--- src/rtl/led_ring_pkg.sv ---
// -----------------------------------------------------------------------------
// led_ring_pkg
//   Shared types and defaults for the LED ring checkers.
//
//   ring_state_t   : lock state of the ring decoder (SEARCH, ACQUIRE, LOCKED).
//   sample_class_t : shape of one observed ring pattern (ZERO, ONEHOT, MULTI).
//   LED_W_DEFAULT  : default ring width used by the generator/decoder pair.
//   MISS_W         : width of the consecutive-miss counter (covers 1..15).
// -----------------------------------------------------------------------------
package led_ring_pkg;

  localparam int LED_W_DEFAULT = 16;
  localparam int MISS_W        = 4;

  typedef enum logic [1:0] {
    SEARCH  = 2'd0,
    ACQUIRE = 2'd1,
    LOCKED  = 2'd2
  } ring_state_t;

  typedef enum logic [1:0] {
    ZERO   = 2'd0,
    ONEHOT = 2'd1,
    MULTI  = 2'd2
  } sample_class_t;

endpackage : led_ring_pkg

--- src/rtl/onehot_classify.sv ---
// -----------------------------------------------------------------------------
// onehot_classify
//   Purely combinational classifier for a ring pattern. Reports whether the
//   pattern is all-zero, exactly one-hot, or has several bits set, and the
//   index of the set bit. idx is only meaningful when sample_class == ONEHOT.
//
//   Ports
//     pattern_in   [LED_W-1:0]  observed ring pattern
//     sample_class              ZERO / ONEHOT / MULTI
//     idx          [POS_W-1:0]  index of the lit bit (valid for ONEHOT)
// -----------------------------------------------------------------------------
module onehot_classify
  import led_ring_pkg::*;
#(
  parameter int LED_W = LED_W_DEFAULT,
  parameter int POS_W = $clog2(LED_W)
) (
  input  logic [LED_W-1:0] pattern_in,
  output sample_class_t    sample_class,
  output logic [POS_W-1:0] idx
);

  // Clearing the lowest set bit leaves zero only when a single bit was set.
  logic [LED_W-1:0] low_bit_cleared;
  assign low_bit_cleared = pattern_in & (pattern_in - LED_W'(1));

  always_comb begin
    if (pattern_in == '0) begin
      sample_class = ZERO;
    end else if (low_bit_cleared == '0) begin
      sample_class = ONEHOT;
    end else begin
      sample_class = MULTI;
    end
  end

  // Priority scan: the highest set bit wins, which for a one-hot input is
  // simply the only set bit.
  always_comb begin
    idx = '0;
    for (int i = 0; i < LED_W; i++) begin
      if (pattern_in[i]) begin
        idx = POS_W'(i);
      end
    end
  end

endmodule : onehot_classify

--- src/rtl/led_ring_decoder.sv ---
// -----------------------------------------------------------------------------
// led_ring_decoder
//   Receive-side checker for the rotating LED ring. Each qualified sample is
//   classified; a one-hot sample gives the lit position. The decoder searches
//   for a lit bit, acquires a rotation direction from the first adjacent step,
//   then stays locked while the ring keeps stepping the same way, counting
//   steps and pulsing err on every bad sample. MISS_LIMIT consecutive bad
//   samples drop the lock.
//
//   Ports
//     clk_out     divided clock, all state updates on its rising edge
//     rst         asynchronous, active-high reset
//     sample_en   qualifies pattern_in for one cycle
//     pattern_in  [LED_W-1:0] observed ring pattern
//     pos         [POS_W-1:0] lit index of the last good sample
//     dir         1 = index decrementing, 0 = index incrementing
//     locked      high while in LOCKED
//     err         one-cycle pulse for each bad sample while locked
//     step_count  [CNT_W-1:0] good steps since lock, saturating
// -----------------------------------------------------------------------------
module led_ring_decoder
  import led_ring_pkg::*;
#(
  parameter int LED_W      = LED_W_DEFAULT,
  parameter int POS_W      = $clog2(LED_W),
  parameter int MISS_LIMIT = 3,
  parameter int CNT_W      = 16
) (
  input  logic             clk_out,
  input  logic             rst,
  input  logic             sample_en,
  input  logic [LED_W-1:0] pattern_in,
  output logic [POS_W-1:0] pos,
  output logic             dir,
  output logic             locked,
  output logic             err,
  output logic [CNT_W-1:0] step_count
);

  // ---------------------------------------------------------------------------
  // Sample classification
  // ---------------------------------------------------------------------------
  sample_class_t    sample_class;
  logic [POS_W-1:0] idx;

  onehot_classify #(
    .LED_W (LED_W),
    .POS_W (POS_W)
  ) u_classify (
    .pattern_in   (pattern_in),
    .sample_class (sample_class),
    .idx          (idx)
  );

  // ---------------------------------------------------------------------------
  // State
  //   The previous position always moves together with pos, so the pos
  //   register doubles as prev_pos.
  // ---------------------------------------------------------------------------
  ring_state_t       state_q, state_d;
  logic [MISS_W-1:0] miss_cnt_q, miss_cnt_d;
  logic [POS_W-1:0]  pos_d;
  logic              dir_d;
  logic              locked_d;
  logic              err_d;
  logic [CNT_W-1:0]  step_count_d;

  // Step relations; POS_W-bit arithmetic wraps modulo LED_W because LED_W is
  // a power of two.
  logic is_onehot;
  logic is_hold;
  logic is_dec;
  logic is_inc;
  logic fwd_step;

  assign is_onehot = (sample_class == ONEHOT);
  assign is_hold   = is_onehot && (idx == pos);
  assign is_dec    = is_onehot && (idx == pos - POS_W'(1));
  assign is_inc    = is_onehot && (idx == pos + POS_W'(1));
  assign fwd_step  = dir ? is_dec : is_inc;

  logic [MISS_W-1:0] miss_cnt_inc;
  assign miss_cnt_inc = miss_cnt_q + MISS_W'(1);

  // ---------------------------------------------------------------------------
  // Next-state logic
  // ---------------------------------------------------------------------------
  always_comb begin
    // NOTE: every signal assigned below gets a default first, so no path
    // through the case leaves one unassigned and no latch is inferred.
    state_d      = state_q;
    miss_cnt_d   = miss_cnt_q;
    pos_d        = pos;
    dir_d        = dir;
    err_d        = 1'b0;
    step_count_d = step_count;

    if (sample_en) begin
      unique case (state_q)
        SEARCH: begin
          if (is_onehot) begin
            pos_d   = idx;
            state_d = ACQUIRE;
          end
        end

        ACQUIRE: begin
          if (!is_onehot) begin
            state_d = SEARCH;
          end else if (is_hold) begin
            state_d = ACQUIRE;
          end else if (is_dec || is_inc) begin
            // First adjacent step fixes the rotation direction.
            dir_d        = is_dec;
            pos_d        = idx;
            step_count_d = CNT_W'(1);
            state_d      = LOCKED;
          end else begin
            // Jumped somewhere non-adjacent: restart acquisition from here.
            pos_d = idx;
          end
        end

        LOCKED: begin
          if (is_hold) begin
            miss_cnt_d = '0;
          end else if (fwd_step) begin
            miss_cnt_d = '0;
            pos_d      = idx;
            if (step_count != '1) begin
              step_count_d = step_count + CNT_W'(1);
            end
          end else begin
            // Zero, multi-bit, reverse step or jump: pos is held.
            err_d = 1'b1;
            if (miss_cnt_inc == MISS_W'(MISS_LIMIT)) begin
              state_d      = SEARCH;
              step_count_d = '0;
              miss_cnt_d   = '0;
            end else begin
              miss_cnt_d = miss_cnt_inc;
            end
          end
        end

        default: begin
          state_d = SEARCH;
        end
      endcase
    end
  end

  assign locked_d = (state_d == LOCKED);

  // ---------------------------------------------------------------------------
  // Registers
  // ---------------------------------------------------------------------------
  // NOTE: sequential state uses non-blocking assignments so every register
  // samples the pre-edge values computed above, independent of statement order.
  always_ff @(posedge clk_out or posedge rst) begin
    if (rst) begin
      state_q    <= SEARCH;
      miss_cnt_q <= '0;
      pos        <= '0;
      dir        <= 1'b0;
      locked     <= 1'b0;
      err        <= 1'b0;
      step_count <= '0;
    end else begin
      state_q    <= state_d;
      miss_cnt_q <= miss_cnt_d;
      pos        <= pos_d;
      dir        <= dir_d;
      locked     <= locked_d;
      err        <= err_d;
      step_count <= step_count_d;
    end
  end

endmodule : led_ring_decoder

--- config.mk ---
export PLATFORM = sky130hd
export DESIGN_NAME = led_ring_decoder
export DESIGN_NICKNAME = d
export VERILOG_FILES = /design/src/rtl/led_ring_pkg.sv /design/src/rtl/onehot_classify.sv /design/src/rtl/led_ring_decoder.sv
export SDC_FILE = /design/constraint.sdc
export NUM_CORES = 1
export LEC_CHECK = 0
export ABC_AREA = 1
export CAP_MARGIN = 30
export CELL_PAD_IN_SITES_DETAIL_PLACEMENT = 2
export CELL_PAD_IN_SITES_GLOBAL_PLACEMENT = 2
export CORE_MARGIN = 4
export CORE_UTILIZATION = 30
export CTS_CLUSTER_DIAMETER = 50
export CTS_CLUSTER_SIZE = 20
export DETAILED_ROUTE_END_ITERATION = 8
export GPL_ROUTABILITY_DRIVEN = 0
export GPL_TIMING_DRIVEN = 0
export PLACE_DENSITY = 0.89
export SLEW_MARGIN = 20
export SYNTH_ARGS = -nofsm -noshare
export SYNTH_HDL_FRONTEND = slang
export SYNTH_SLANG_ARGS = --single-unit
--- constraint.sdc ---
create_clock -name clk_out -period 2.93 [get_ports clk_out]
set_input_delay 0.586 -clock clk_out [delete_from_list [all_inputs] [get_ports clk_out]]
set_output_delay 0.586 -clock clk_out [all_outputs]
set_load 0.05 [all_outputs]
== Word level (Yosys, flattened, before mapping) ==
Cells that the tools add are included.
Operators by class
  add/subtract/negate cells: 5
  equality and inequality tests: 17
  mux-type cells: 48
  bitwise logic cells: 2
  reduce and logical (&&, ||, !) cells: 13
Operators with widths (number)
  two-way mux 16 bit: 7
  two-way mux 4 bit: 16
  zero test 16 bit: 2
  case mux 16 bit (2 select lines): 1
  two-way mux 2 bit: 12
  adder 16 x 1 -> 16 bit (second input constant): 1
  bitwise AND 16 bit: 1
  != test 16 bit (second input constant): 1
  subtractor 16 x 1 -> 16 bit (second input constant): 1
  equality test 4 bit: 3
  two-way mux 3 bit: 4
  != test 2 bit (second input constant): 6
  case mux 4 bit (3 select lines): 1
  adder 4 x 1 -> 4 bit (second input constant): 2
  AND reduction 8 bit: 1
  AND reduction 7 bit: 1
  two-way mux 1 bit: 6
  != test 3 bit (second input constant): 2
  case mux 2 bit (3 select lines): 1
  AND reduction 5 bit: 1
  equality test 2 x 1 -> 1 bit (second input constant): 2
  equality test 2 bit (second input constant): 2
  equality test 4 x 2 -> 1 bit (second input constant): 1
  subtractor 4 x 1 -> 4 bit (second input constant): 1
  7 further kinds: 9
Word-level totals
  register bits: 29
  bits of input ports: 19
  output and inout bits: 23
  word-level logic and storage cells: 92

== Longest topological paths before layout ==
Gate-level depths: netlist (run 1).
  depth after elaboration: 24
  gate-level depth with buffers: 25
  mapped depth without buffers: 24

== Hierarchy ==
From an unflattened synthesis (run 1), not the netlist that was laid out.
Unflattened totals
  cell total of the unflattened synthesis: 354
  area, all modules: 2528.7 um^2
Modules (own cells, without submodules)
  led_ring_decoder: instances 1, cells an instance 270, area each 2082.0 um^2, seq. area each 725.7 um^2
  onehot_classify: instances 1, cells an instance 84, area each 446.7 um^2, seq. area each 0.0 um^2

== Worst setup path before layout (run 1) ==
Ideal clock, no wire load.
  kind: reg-to-reg
  start point: reg step_count[0]
  end point: reg step_count[10]
  library setup time: 0.074 ns
  arrival: 2.571 ns
  data required time: 2.856 ns
  setup slack: 0.285 ns
  stages on the path, launching flop included: 14
  buffers on the path: 1
  clock period less this slack: 2.645 ns
  path through: dfrtp_1 ha_1 nand2_1 nor4_1 inv_1 nor2_1 nand3_1 nor3_1 nand4_1 nand3b_1 nand3_4 buf_6 nand2_2 o21ai_2
On the way
  word-level cells in the longest chain between the ends: 5
  elaborated cells between the ends (all ways): 8
  those cells by class: add/sub: 1; eq/ne: 2; mux: 4; reduce/logical: 1
RTL lines
  from (decl): RTL line led_ring_decoder.sv:37  | output logic [CNT_W-1:0] step_count
  from (signal assigned): RTL line led_ring_decoder.sv:176  | step_count <= step_count_d;
  adder 16 x 1 -> 16 bit: RTL line led_ring_decoder.sv:131  | step_count_d = step_count + CNT_W'(1);
  two-way mux 16 bit: RTL line led_ring_decoder.sv:130  | if (step_count != '1) begin
  two-way mux 16 bit: RTL line led_ring_decoder.sv:127  | end else if (fwd_step) begin
  two-way mux 16 bit: RTL line led_ring_decoder.sv:125  | if (is_hold) begin
  case mux 16 bit (2 select lines): RTL line led_ring_decoder.sv:99  | unique case (state_q)
Parallel ways exist; a longest one is shown, timed or not. The select of a mux whose other input is x is not followed.
A chain may end at the register's enable or synchronous reset.

== Worst setup path after layout (run 1) ==
  start point: in pattern_in[4]
  end point: reg step_count[4]
On the way
  word-level cells in the longest chain between the ends: 18
  elaborated cells between the ends (all ways): 37
  those cells by class: add/sub: 1; eq/ne: 10; mux: 18; bitwise: 1; reduce/logical: 7
RTL lines
  from (decl): RTL line led_ring_decoder.sv:32  | input logic [LED_W-1:0] pattern_in,
  two-way mux 3 bit (4 in a row): RTL line onehot_classify.sv:42  | if (pattern_in[i]) begin
  two-way mux 4 bit (8 in a row): RTL line onehot_classify.sv:42
  equality test 4 bit, on equally long branches: RTL line led_ring_decoder.sv:79, led_ring_decoder.sv:78
  logical AND 1 bit, on equally long branches: RTL line led_ring_decoder.sv:79, led_ring_decoder.sv:78
  two-way mux 1 bit: RTL line led_ring_decoder.sv:80  | assign fwd_step = dir ? is_dec : is_inc;
  two-way mux 16 bit: RTL line led_ring_decoder.sv:127
  two-way mux 16 bit: RTL line led_ring_decoder.sv:125
  case mux 16 bit (2 select lines): RTL line led_ring_decoder.sv:99
Parallel ways exist; a longest one is shown, timed or not. The select of a mux whose other input is x is not followed.

==> results.md, run 1 <==
- Syn_area_per_cell: ~7.4 µm²
- Worst slew margin: 0.549
- Ys async rst share: 1.00
- DP Wirelength: around 5900 µm
- Top sig layer: met4
- Latest clock arrival within the worst-skew pair: 0.32 ns
- # DRC: 0
- Chip width: between 90 and 100 µm
- Cells after Synth: 339
- Hold_buf cts: 0
- Slew @ Worst Pin: slightly below 0.7 ns
- P_int: ~630 µW
- Overflow after GRT: 0
- Ports: between 40 and 50
- # rows: 33
- Max Slew Vio Count: 0
- Dpl cells: between 400 and 500
- Core area: around 8200 µm²
- Flop pwr share: 0.429
- Vias in the first global route: between 2000 and 3000
- Total power: ~960 µW
- WL met3: ~310 µm
- Crit path top cell by count: nand2_1
- Max incr delay on CP: approximately 0.27 ns
- Fillcell total: between 900 and 1000
- Worst-path fanout max: 6
- Synthesized area: 2500 µm²
- Hold slack: approximately 0.56 ns
- Violated checks: negative setup slack
- CTS tree: built
- ANT cells: 0
- Max Fclk: roughly 340 MHz
- Main flop type after synthesis: dfrtp_1
- Clock Skew: between 0.015 and 0.02 ns
- Net Sw Power: about 330 µW
- Crit start category: input port
- Status: finished with violations
- P_leak: ~0.0016 µW
- Clk slew on worst S/H paths: around 0.090 ns
- Syn. warnings: 0
- Routed Wire Length: between 10000 and 15000 µm
- Combinational Power Share: 0.183
- Sw frac: 0.345
- Count leader, synth: nand2_1
- Die Span Y: just under 100 µm
- Met2 WL: ~5700 µm
- Met1 WL: approximately 4400 µm
- Num CTS Buffers: 5
- Required @ worst endpoint: ~3.1 ns
- Crit. End Element: flip-flop
- Final Non-Filler Cells: between 500 and 600
- Initial core utilization: 0.306
- Crit path time final: around 3 ns
- Pwr per Cell Area: approximately 270 nW/µm²
- Die area: 9860 µm²
- DR WL/cell: 20.9 µm
- Clock buffer depth: 2
- Worst min path class: flip-flop to flip-flop
- Clk pwr share: 0.388
- Gr usage total: 0.166
- First-pass GRT wire length: about 13000 µm
- Vias per cell: between 5 and 6
- Max-capacitance violation count: 0
- Root Driver: clkbuf_8
- Final setup vio count: 12
- Synth top cells by count: nand2_1 (80), inv_1 (44), dfrtp_1 (29)
- Initial antenna violation count: 0
- Seq cells post-synth: 29
- Port Buf Inserts: 41
- CTS sink count: 29
- Critical path cell sequence: clkdlybuf4s15_1 > nor2_4 > inv_1 > nor2_2 > o21bai_4 > xor2_1 > nand2_1 > nand2_1 > nor2_1 > nand2_1 > nor2_2 > nand3_2 > nand2_2 > a21oi_4 > nor2_4 > nand3_4 > clkbuf_16 > nand2_2 > o21ai_2
- Largest net degree at the start of global routing: 30
- Hold Violations, Final: 0
- Worst EP arrival: 3.17 ns
- Initial drt markers: 65
- Syn nets: approximately 360
- Yosys cell types: 36
- Number of flops mapped to enable cells by yosys: 0
- Final nets: 432
- Worst path top cell family by delay: simple AND/OR/NAND/NOR gates
- Detail Route Antenna Nets: 0
- Max IR drop VDD: approximately 0.00013 V
- CP bufs+invs: 3
- Top cell type's share of synthesized area: 0.290
- Fin Setup TNS: -0.171 ns
- Synth area leader: dfrtp_1
- Final period util: 1.01
- Area delta synth->final: 41.0%
- Vias post-DR: approximately 2600
- Worst Slack Setup Final: -0.0278 ns
- Pre-Repair DR Iteration Count: 4
- H-tree depth: 2
- Sequential cell area fraction in the yosys report: 0.290
- Top cells by area, synth: dfrtp_1 (29%), nand2_1 (12%), inv_1 (6.6%)
- Critical setup path kind: input port to flip-flop
- Post-route cell area: 3530 µm²
- Worst path slowest cell: clkdlybuf4s15_1
- Layout cells sized above 1: 0.315
- Placed cell areas: 3040 µm²
final cells by class:
cell class              count  area (µm²)  area share
multi-input cells         256        1680       0.478
flip-flops and latches     29         727       0.206
repair buffers             62         634       0.180
inverters                  48         183      0.0518
well taps                 105         131      0.0373
plain buffers               6        80.1      0.0227
clock buffers               5        68.8      0.0195
clock inverters             3        17.5     0.00497
through the flow:
stage | setup slack, ns | util
floorplan | 0.285 | -
global placement | -0.248 | 0.372
detailed placement | -0.389 | 0.372
CTS | 0.0130 | 0.390
global route | -0.223 | 0.431
finish | -0.0278 | 0.431
tightest hold or removal path, stage by stage (launching register included):
cell     delay, ns
dfrtp_1       0.40
nand2_1       0.08
o21ai_2       0.06
power groups by stage:
stage | Sequential [µW] | Combinational, µW | Clock [µW]
after global placement | 420 | 142 | 0
after floorplan | 430 | 75.0 | 0
after detailed placement | 421 | 150 | 0
after global routing | 414 | 193 | 392
final | 413 | 176 | 373
after CTS | 413 | 150 | 359
kinds of logic after synthesis:
logic type               count (synthesis)  share of synthesized area
AO/OA/AOI/OAI                           37                      0.110
AND/OR/NAND/NOR                        192                      0.404
flip-flops                              29                      0.290
XOR/XNOR                                22                     0.0770
buffers and inverters                   54                     0.0935
adder cells (fa/ha/maj)                  5                     0.0250
metal layers:
layer / up-vias / GRT usage
met3: 24 / 0.0224
met4: 0 / 0.0378
li1: 1209 / -
met2: 56 / 0.318
met1: 1341 / 0.195
met5: - / 0
layout by cell type, fill, tap and decap left out, types with 16 or more instances in the layout:
| cell | instances |
|---|---|
| nand2_2 | 28 |
| buf_4 | 18 |
| o21ai_2 | 17 |
| clkdlybuf4s50_1 | 25 |
| inv_1 | 41 |
| nand3_1 | 19 |
| dfrtp_1 | 28 |
| nor2_1 | 16 |
| xor2_1 | 17 |
| nand2_1 | 68 |
repair_timing:
action	CTS	global route
endpoints found under the setup margin	22	29
gates cloned	0	2
resized for setup	10	57
buffers inserted	5	14
pin swaps	5	22
state kept, by name, summed over array words and instances (netlist names):
| register | cells |
|---|---|
| err | 1 |
| miss_cnt_q | 4 |
| locked | 1 |
| state_q | 2 |
| dir | 1 |
| step_count | 16 |
| pos | 4 |
path summary, 6_finish.rpt:
path	from	slack [ns]	cells after the start	end
worst max-delay path	pattern_in[4]	-0.03	19	step_count[4]$_DFFE_PP0P_
worst min-delay path	step_count[8]$_DFFE_PP0P_	0.56	2	step_count[8]$_DFFE_PP0P_
worst max register to register	step_count[1]$_DFFE_PP0P_	0.06	13	step_count[4]$_DFFE_PP0P_
worst min register to register	step_count[8]$_DFFE_PP0P_	0.56	2	step_count[8]$_DFFE_PP0P_
max in group asynchronous	rst	1.75	2	step_count[0]$_DFFE_PP0P_
min in group asynchronous	rst	0.69	2	miss_cnt_q[1]$_DFFE_PP0P_
Note: power is estimated with default switching activity, not from simulation.
==> inputs of run 2 (changes only) <==
--- a/constraint.sdc
+++ b/constraint.sdc
@@ -3,2 +3,2 @@
 set_output_delay 0.586 -clock clk_out [all_outputs]
-set_load 0.05 [all_outputs]
+set_load 0.005 [all_outputs]
==> results of run 2 <==
The final DEF is identical to that of run 1. Status: finished with violations: negative setup slack.
Among the figures that moved: total power 963 µW -> 951 µW; worst IR drop on VDD 0.000133 V -> 0.000128 V
